<file path="config.mk">
export PLATFORM = sky130hd
export DESIGN_NAME = pipe_hazard_ctrl_flat
export DESIGN_NICKNAME = d
export VERILOG_FILES = /design/src/rtl/pipe_hazard_ctrl_if.sv /design/src/rtl/pipe_hazard_ctrl.sv /design/src/flat_wrapper.sv
export SDC_FILE = /design/constraint.sdc
export NUM_CORES = 1
export LEC_CHECK = 0
export ABC_AREA = 1
export CAP_MARGIN = 15
export CORE_ASPECT_RATIO = 1.5
export CORE_MARGIN = 10
export CORE_UTILIZATION = 54
export DETAILED_ROUTE_END_ITERATION = 10
export PLACE_DENSITY = 0.86
export SETUP_SLACK_MARGIN = 0.2
export SLEW_MARGIN = 40
export SYNTH_ARGS = -nofsm -noshare
export SYNTH_HDL_FRONTEND = slang
export SYNTH_SLANG_ARGS = --single-unit
</file>
<file path="constraint.sdc">
create_clock -name clk -period 2.4 [get_ports clk]
set_input_delay 0.48 -clock clk [delete_from_list [all_inputs] [get_ports clk]]
set_output_delay 0.48 -clock clk [all_outputs]
set_load 0.005 [all_outputs]
</file>
<file path="src/rtl/pipe_hazard_ctrl_if.sv">
// Handshake bundle between the pipeline stages and the hazard/port controller.
// master = pipeline side, slave = controller side.
interface pipe_hazard_ctrl_if #(
  parameter int CNT_W = 32
);
  logic             if_req;
  logic             mem_req;
  logic             mc_done;
  logic             mc_start;
  logic             mc_sel;
  logic             if_done;
  logic             mem_done;
  logic             id_stall_req;
  logic             ex_branch_taken;
  logic             pc_stall;
  logic             ifid_stall;
  logic             ifid_bubble;
  logic             idex_stall;
  logic             exmem_stall;
  logic             branch_interception;
  logic [CNT_W-1:0] stall_cnt;

  modport master (
    output if_req, mem_req, mc_done,
    output id_stall_req, ex_branch_taken,
    input  mc_start, mc_sel, if_done, mem_done,
    input  pc_stall, ifid_stall, ifid_bubble,
    input  idex_stall, exmem_stall,
    input  branch_interception, stall_cnt
  );

  modport slave (
    input  if_req, mem_req, mc_done,
    input  id_stall_req, ex_branch_taken,
    output mc_start, mc_sel, if_done, mem_done,
    output pc_stall, ifid_stall, ifid_bubble,
    output idex_stall, exmem_stall,
    output branch_interception, stall_cnt
  );
endinterface

</file>
<file path="src/rtl/pipe_hazard_ctrl.sv">
// Shared memory-port arbiter plus stall/flush generation for the 5-stage pipe.
// Also keeps a saturating count of PC stall cycles.
module pipe_hazard_ctrl #(
  parameter int CNT_W = 32
) (
  input logic              clk,
  input logic              rst,
  pipe_hazard_ctrl_if.slave bus
);

  typedef enum logic [1:0] {
    IDLE,
    IF_BUSY,
    MEM_BUSY
  } state_t;

  state_t           state_q;
  state_t           state_d;
  logic             disc_q;
  logic             disc_d;
  logic             sel_q;
  logic [CNT_W-1:0] cnt_q;

  logic start_mem;
  logic start_if;
  logic sel;
  logic if_dn;
  logic mem_dn;
  logic mem_wait;
  logic br_int;
  logic ifid_st;
  logic pc_st;
  logic bub;
  logic in_if;
  logic in_mem;

  assign in_if  = (state_q == IF_BUSY);
  assign in_mem = (state_q == MEM_BUSY);

  always_ff @(posedge clk) begin
    if (!rst) state_q <= IDLE;
    else      state_q <= state_d;
  end

  always_comb begin
    state_d = state_q;
    unique case (state_q)
      IDLE: begin
        if (bus.mem_req)     state_d = MEM_BUSY;
        else if (bus.if_req) state_d = IF_BUSY;
      end
      IF_BUSY,
      MEM_BUSY: begin
        if (bus.mc_done) state_d = IDLE;
      end
      default: state_d = IDLE;
    endcase
  end

  always_comb begin
    start_mem = 1'b0;
    start_if  = 1'b0;
    sel       = sel_q;
    if_dn     = 1'b0;
    mem_dn    = 1'b0;
    unique case (state_q)
      IDLE: begin
        start_mem = bus.mem_req;
        start_if  = ~bus.mem_req & bus.if_req;
        if (start_mem)     sel = 1'b1;
        else if (start_if) sel = 1'b0;
      end
      IF_BUSY: begin
        sel   = 1'b0;
        // a fetch on the stale PC never reaches if_id
        if_dn = bus.mc_done & ~disc_q & ~br_int;
      end
      MEM_BUSY: begin
        sel    = 1'b1;
        mem_dn = bus.mc_done;
      end
      default: ;
    endcase
  end

  assign mem_wait = bus.mem_req & ~(in_mem & bus.mc_done);
  assign br_int   = bus.ex_branch_taken & ~mem_wait;
  assign ifid_st  = mem_wait | (bus.id_stall_req & ~br_int);
  assign pc_st    = ~br_int & (ifid_st | ~if_dn);
  assign bub      = ~if_dn & ~ifid_st;

  always_comb begin
    disc_d = disc_q;
    if (br_int & ((in_if & ~bus.mc_done) | start_if))
      disc_d = 1'b1;
    else if (in_if & bus.mc_done)
      disc_d = 1'b0;
  end

  always_ff @(posedge clk) begin
    if (!rst) begin
      disc_q <= 1'b0;
      sel_q  <= 1'b0;
      cnt_q  <= '0;
    end else begin
      disc_q <= disc_d;
      sel_q  <= sel;
      if (pc_st && cnt_q != '1)
        cnt_q <= cnt_q + {{(CNT_W-1){1'b0}}, 1'b1};
    end
  end

  assign bus.mc_start            = rst & (start_mem | start_if);
  assign bus.mc_sel              = rst & sel;
  assign bus.if_done             = rst & if_dn;
  assign bus.mem_done            = rst & mem_dn;
  assign bus.pc_stall            = rst & pc_st;
  assign bus.ifid_stall          = rst & ifid_st;
  assign bus.ifid_bubble         = rst & bub;
  assign bus.idex_stall          = rst & mem_wait;
  assign bus.exmem_stall         = rst & mem_wait;
  assign bus.branch_interception = rst & br_int;
  assign bus.stall_cnt           = rst ? cnt_q : '0;

endmodule

</file>
<file path="src/flat_wrapper.sv">
// flat-port wrapper written by rule: the top's interface ports become plain ports
module pipe_hazard_ctrl_flat 
#(
  parameter int CNT_W = 32
)
  (clk, rst, bus_if_req, bus_mem_req, bus_mc_done, bus_id_stall_req, bus_ex_branch_taken, bus_mc_start, bus_mc_sel, bus_if_done, bus_mem_done, bus_pc_stall, bus_ifid_stall, bus_ifid_bubble, bus_idex_stall, bus_exmem_stall, bus_branch_interception, bus_stall_cnt);
  pipe_hazard_ctrl_if #(.CNT_W(CNT_W)) bus_i ();
  input logic clk;
  input logic rst;
  input wire logic [$bits(bus_i.if_req)-1:0] bus_if_req;
  input wire logic [$bits(bus_i.mem_req)-1:0] bus_mem_req;
  input wire logic [$bits(bus_i.mc_done)-1:0] bus_mc_done;
  input wire logic [$bits(bus_i.id_stall_req)-1:0] bus_id_stall_req;
  input wire logic [$bits(bus_i.ex_branch_taken)-1:0] bus_ex_branch_taken;
  output wire logic [$bits(bus_i.mc_start)-1:0] bus_mc_start;
  output wire logic [$bits(bus_i.mc_sel)-1:0] bus_mc_sel;
  output wire logic [$bits(bus_i.if_done)-1:0] bus_if_done;
  output wire logic [$bits(bus_i.mem_done)-1:0] bus_mem_done;
  output wire logic [$bits(bus_i.pc_stall)-1:0] bus_pc_stall;
  output wire logic [$bits(bus_i.ifid_stall)-1:0] bus_ifid_stall;
  output wire logic [$bits(bus_i.ifid_bubble)-1:0] bus_ifid_bubble;
  output wire logic [$bits(bus_i.idex_stall)-1:0] bus_idex_stall;
  output wire logic [$bits(bus_i.exmem_stall)-1:0] bus_exmem_stall;
  output wire logic [$bits(bus_i.branch_interception)-1:0] bus_branch_interception;
  output wire logic [$bits(bus_i.stall_cnt)-1:0] bus_stall_cnt;
  assign bus_i.if_req = bus_if_req;
  assign bus_i.mem_req = bus_mem_req;
  assign bus_i.mc_done = bus_mc_done;
  assign bus_i.id_stall_req = bus_id_stall_req;
  assign bus_i.ex_branch_taken = bus_ex_branch_taken;
  assign bus_mc_start = bus_i.mc_start;
  assign bus_mc_sel = bus_i.mc_sel;
  assign bus_if_done = bus_i.if_done;
  assign bus_mem_done = bus_i.mem_done;
  assign bus_pc_stall = bus_i.pc_stall;
  assign bus_ifid_stall = bus_i.ifid_stall;
  assign bus_ifid_bubble = bus_i.ifid_bubble;
  assign bus_idex_stall = bus_i.idex_stall;
  assign bus_exmem_stall = bus_i.exmem_stall;
  assign bus_branch_interception = bus_i.branch_interception;
  assign bus_stall_cnt = bus_i.stall_cnt;
  pipe_hazard_ctrl #(.CNT_W(CNT_W)) u_core (.clk(clk), .rst(rst), .bus(bus_i));
endmodule
</file>
==> results of run 1 <==
-- per-stage QoR --
stage               setup slack (ns)  cell area (um2)  total power [W]  setup TNS, ns
CTS                            0.128             3680          0.00140              0
global placement              -0.126             3520         0.000839         -0.324
detailed placement            -0.148             3520         0.000847         -0.486
global route                   0.136             3730          0.00146              0
finish                         0.218             3730          0.00141              0
floorplan                      0.580             2890         0.000753              0
-- path summary, 6_finish.rpt --
check / cells after the start / slack, ns / to
worst min-delay path: 2 / 0.52 / u_core.state_q[0]
worst max register to register: 9 / 0.42 / u_core.cnt_q[15]
worst min register to register: 2 / 0.52 / u_core.state_q[0]
worst max-delay path: 6 / 0.22 / bus_pc_stall
-- routing by layer --
layer / part of all wire, % / wire length, um
met1: 38 / 3180
met2: 53 / 4480
met3: 6.2 / 529
met4: 3.4 / 292
met5: 0 / 0
-- sequential cells by signal, indices dropped and copies added (netlist names) --
register and flops:
u_core.cnt_q 32, u_core.disc_q 1, u_core.state_q 2, u_core.sel_q 1
-- repair_timing --
action,4_1_cts,5_1_grt
setup endpoints to repair,42,6
gates resized for setup,32,16
pin swaps,0,1
setup buffers,0,1
gates cloned,1,0
hold endpoints to repair,0,0
-- cells by family (layout without fill, tap and decap cells) --
kind of cell / after synthesis / in the layout / share of synthesized area (%)
flops: 36 / 36 / 25.0
buf+inv: 95 / 158 / 13.5
fa+ha+maj: 5 / 5 / 2.17
xor+xnor: 9 / 9 / 2.73
compound gates: 44 / 44 / 10.4
simple gates: 316 / 316 / 46.2
-- cells in the final DEF (no fill, tap or decap), types with 4 or more instances in the layout --
| cell | netlist | routed |
|---|---|---|
| a21oi_1 | 14 | 14 |
| a21oi_2 | 19 | 18 |
| buf_4 | 1 | 17 |
| clkbuf_8 | 0 | 5 |
| clkdlybuf4s50_1 | 0 | 35 |
| dfxtp_1 | 36 | 34 |
| dlygate4sd2_1 | 0 | 10 |
| inv_1 | 81 | 79 |
| nand2_1 | 187 | 184 |
| nand2_2 | 10 | 11 |
| nand2_4 | 2 | 4 |
| nand3_1 | 25 | 24 |
| nand4_1 | 4 | 4 |
| nor2_1 | 78 | 76 |
| o21ai_0 | 8 | 5 |
| xor2_1 | 6 | 6 |
-- area by class of cell --
class                   instances  area, um2  share of cell area [%]
clock buffers                   5       68.8                    1.84
clock inverters                 3       42.5                    1.14
inverters                      82        310                    8.31
multi-input cells             374       1840                    49.2
flip-flops and latches         36        728                    19.5
well taps                      68       85.1                    2.28
repair buffers                 68        661                    17.7
-- critical path: cells and delay by family --
kind            cells  cell delay, ns
compound gates      2            0.21
buf+inv             3            0.96
simple gates        1            0.05
-- report_power, final --
group | internal [W] | switching, W
Combinational | 0.000103 | 0.000121
Clock | 0.000308 | 0.000248
Sequential | 0.000612 | 0.0000194
==> results.md, run 1 <==
- Met2 Usage GRT: between 30% and 40%
- CTS max path bufs: 2
- CTS Buf Count: 5
- Slew at the pin closest to its max-slew limit: approximately 0.36 ns
- Detailed Route Iter0 Violations: ~230
- Primary FF master, synth: dfxtp_1
- Die span in y: 110 um
- Share of layout cells above drive strength 1: between 10% and 20%
- Initial Util: around 56%
- Via density: about 5.0
- Peak fanout along the critical path: 2
- Area growth syn-to-layout: 29.3%
- Leading area contributor after synthesis: dfxtp_1
- Hold Crit Start: u_core.state_q[0]
- Top cells by area, synth: dfxtp_1, nand2_1, inv_1
- Worst hold slack: between 0.5 and 0.6 ns
- Tmin final: between 2 and 2.5 ns
- Count of cell types in the netlist: 31
- Hold Path Class: flip-flop to flip-flop
- Placed insts: approximately 630
- Most frequent cell after synthesis: nand2_1
- Post-Syn Instances: about 500
- Final std cells w/o fill: approximately 640
- Synth Net Count: around 520
- Max-slew headroom: between 70 and 80%
- GRT Util Overall: between 15 and 20%
- Status: finished, final reports clean
- DRC violations left: 0
- #FFs+latches synth: 36
- GRT overflow: 0
- 1st-pass router iterations: 4
- Die X: between 70 and 80 um
- CP max stage delay: ~0.56 ns
- First-pass GRT wire length: 13.9 mm
- GP Congestion: about 0.94
- Max-capacitance violation count: 0
- Worst r2r src: u_core.cnt_q[0]
- Global routing usage on met3: 4.08%
- Pwr/cell area: approximately 380 nW/um2
- Launch point of the worst path: bus_ex_branch_taken
- Core area: 5160 um2
- Worst setup EP type: output pin
- Top cell type's share of synthesized area: between 20% and 30%
- Clock-pin slew on the worst setup and hold paths: about 0.080 ns
- Pin count of the biggest net entering global routing: 24
- Grt met1 use: around a fifth
- Worst Setup Start Kind: input port
- Syn Area/Cell: 5.72 um2
- Vias: 3,191
- Detailed Place HPWL: between 6 and 7 mm
- Worst Path Class, Setup: input port to output pin
- Crit path cell chain: clkdlybuf4s50_1 > o21ai_2 > buf_4 > a21oi_4 > nor2_1 > dlygate4sd2_1
- Htree depth: 2
- Max stage delay cell, worst path: clkdlybuf4s50_1
- Wirelength per Cell: 13.3 um
- Final #Nets: around 580
- Gr busiest metal: met2
- ANT cells: 0
- Final slew viol count: 0
- Leakage: between 1.5 and 2 nW
- Vias in the first global route: approximately 3.0k
- Fmax: 458 MHz
- WP data required: approximately 1.9 ns
- Mapped Area: between 2000 and 3000 um2
- DIE AREA: ~8700 um2
- Sequential cell area fraction in the yosys report: between 20% and 30%
- Yosys Warn Count: 0
- Final Setup Violations: 0
- Most instantiated cells after synthesis: nand2_1, inv_1, nor2_1
- Tcrit/Tclk final: 90.9%
- Number of flops mapped to enable cells by yosys: 0
- Io pins: slightly below 50
- PortBufs: 48
- Post-synth ARST share: 0%
- Clock skew: 0.00647 ns
- Clock Latency Late Sink: approximately 0.3 ns
- Finished Core Util: 72.3%
- CTS tree: yes
- Antenna viol nets, final: 0
- Peak supply drop: ~230 uV
- CTS Hold Buffers Added: 0
- Drt total wl: between 8 and 9 mm
- Critical Path AT: about 1.7 ns
- Hold Vio Cnt, Final: 0
- Unrepaired setup endpoints after global routing: true
- Number of core rows: 32
- Fillers: 446
- Clock root cell: clkbuf_8
- # clock sinks: 36
- Initial antenna violation count: 0
Note: power is estimated with default switching activity, not from simulation.
==> inputs of run 2 (changes only) <==
Settings changed: TNS_END_PERCENT set to 10.
==> run 2 against run 1 <==
First-iteration DRC count shrank 29%. Critical endpoint unchanged. Power shrank 2.1%. Global-route usage shrank 0.69 points. Die area is the same. Setup slack lost 0.10 ns. Largest power group unchanged. Routed wire length shrank 5.4%. Non-clock buffer count shrank 2.
==> results.md, run 2 (same netlist as run 1, synthesis figures left out) <==
- Status: finished, final reports clean
- CP max stage delay: 0.48 ns (-0.08 ns)
- Worst r2r src: u_core.cnt_q[0]
- Hold Vio Cnt, Final: 0 (unchanged)
- GRT Util Overall: 18.7% (-0.69 points)
- Max-slew headroom: 76.6% (+0.52 points)
- Drt total wl: 8.02 mm (-5.4%)
- Tcrit/Tclk final: 95.1% (+4.2 points)
- Max stage delay cell, worst path: clkdlybuf4s50_1
- Hold Crit Start: u_core.state_q[1]
- Share of layout cells above drive strength 1: 13.4% (-1.2 points)
- Htree depth: 2 (unchanged)
- Final #Nets: 577 (-0.35%)
- Final slew viol count: 0 (unchanged)
- Cell count of the worst hold path: 2 (unchanged)
- ANT cells: 0 (unchanged)
- Pwr/cell area: 380 nW/um2 (+0.40%)
- # clock sinks: 36 (unchanged)
- Final Setup Violations: 0 (unchanged)
- Critical Path AT: 1.80 ns (+0.10 ns)
- Antenna viol nets, final: 0 (unchanged)
- Peak supply drop: 235 uV (+0.61%)
- Clock root cell: clkbuf_8
- Wirelength per Cell: 12.6 um (-5.1%)
- Worst slack at placement: -0.148 ns (unchanged)
- Die X: 79.7 um (unchanged)
- DRC violations left: 0 (unchanged)
- Most frequent cells in the layout: nand2_1, inv_1, nor2_1, clkdlybuf4s50_1, dfxtp_1
- Area of the multi-input gates: 1790 um2 (-2.7%)
- Vias in the first global route: 3,026 (-0.23%)
- Io pins: 49 (unchanged)
- Worst Path Class, Setup: input port to output pin
- Clock skew: 0.00757 ns (+0.00110 ns)
- Largest Register: u_core.cnt_q
- PortBufs: 48 (unchanged)
- Fmax: 438 MHz (-4.4%)
- Core area: 5160 um2 (unchanged)
- Via density: 4.99 (-0.50%)
- Tmin final: 2.28 ns (+0.101 ns)
- CTS Hold Buffers Added: 0 (unchanged)
- Commonest non-fill, non-tap cell in the layout: nand2_1
- Peak fanout along the critical path: 3 (+1)
- Initial antenna violation count: 0 (unchanged)
- Vias: 3,165 (-0.81%)
- Initial Util: 55.9% (unchanged)
- Worst Hold End: u_core.state_q[1]
- GP Congestion: 0.940 (unchanged)
- WP data required: 1.92 ns (about the same)
- Register area: 726 um2 (-0.34%)
- Worst setup EP type: output pin
- Largest regs: u_core.cnt_q (32), u_core.state_q (2)
- Unrepaired setup endpoints after global routing: true
- FF-to-FF End: u_core.cnt_q[15]
- Clock Latency Late Sink: 0.29 ns (about the same)
- Max FFs per register: 32 (unchanged)
- Worst Setup Start Kind: input port
- Slew at the pin closest to its max-slew limit: 0.350 ns (-0.00770 ns)
- Worst reg2reg path depth: 9 (unchanged)
- Finished Core Util: 70.5% (-1.8 points)
- First-pass GRT wire length: 13.4 mm (-2.9%)
- Pin count of the biggest net entering global routing: 25 (+4.2%)
- Fillers: 462 (+3.6%)
- Post-CTS Setup Bufs: 0 (unchanged)
- GRT overflow: 0 (unchanged)
- CTS Buf Count: 5 (unchanged)
- Max-capacitance violation count: 0 (unchanged)
- DIE AREA: 8730 um2 (unchanged)
- Hold Path Class: flip-flop to flip-flop
- Detailed Route Iter0 Violations: 160 (-29%)
- Flop2flop setup slack: 0.44 ns (+0.02 ns)
- Number of core rows: 32 (unchanged)
- Crit path cell chain: clkdlybuf4s50_1 > nand2_1 > nand2_2 > o21ai_1 > buf_4 > a21oi_2 > nor2_1 > dlygate4sd2_1
- CTS tree: yes
- Detailed Place HPWL: 6.23 mm (unchanged)
- 1st-pass router iterations: 5 (+1)
- Area growth syn-to-layout: 26.1%
- CTS max path bufs: 2 (unchanged)
- Worst setup margin: 0.117 ns (-0.101 ns)
- Die span in y: 110 um (unchanged)
- Leakage: 1.72 nW (-2.1%)
- Clock-pin slew on the worst setup and hold paths: 0.08 ns (about the same)
## run 2: power breakdown
group,internal [W],switching (W),total (W)
Clock,0.000308,0.000245,0.000552
Combinational,0.0000897,0.000110,0.000200
Sequential,0.000612,0.0000184,0.000630
## run 2: metrics by stage
stage               instances  power (W)  instance area (um2)  hold slack, ns   TNS, ns
floorplan                 505   0.000753                 2890           0.469         0
global placement          626   0.000839                 3520           0.476    -0.324
detailed placement        626   0.000847                 3520           0.491    -0.486
CTS                       634    0.00139                 3640           0.503         0
global route              634    0.00144                 3640           0.517  -0.00308
finish                    634    0.00138                 3640           0.505         0
## run 2: repair_timing
action	4_1_cts	5_1_grt
endpoints found under the hold margin	0	0
setup endpoints to repair	42	6
gates resized for setup	26	1
## run 2: critical path, delay by kind of cell
| kind | cells | cell delay (ns) |
|---|---|---|
| and+or+nand+nor | 3 | 0.23 |
| AOI/OAI and AO/OA | 2 | 0.21 |
| buffers and inverters | 3 | 0.88 |
## run 2: worst max-delay path by stage
stage,from,to,slack [ns],cells past startpoint
detailed placement,bus_mem_req,bus_mc_start,-0.15,6
finish,bus_mc_done,bus_pc_stall,0.12,8
global route,bus_mc_done,bus_pc_stall,-0.003,8
CTS,bus_mc_done,bus_branch_interception,0.07,6
global placement,bus_mem_req,bus_mc_start,-0.13,6
floorplan,rst,bus_idex_stall,0.58,5
## run 2: layout make-up
type / instances / area share, %
clock buffers: 5 / 1.89
repair buffers: 66 / 17.1
well taps: 68 / 2.34
flip-flops and latches: 36 / 19.9
inverters: 82 / 8.45
clock inverters: 3 / 1.17
multi-input cells: 374 / 49.1
## run 2: metal layers
layer	part of all wire (%)	global-route usage, %	vias to the layer above
li1	-	-	1642
met1	38	18.3	1397
met2	52	35.7	106
met3	6.9	4.25	20
met4	3.2	8.74	0
met5	0	0	-
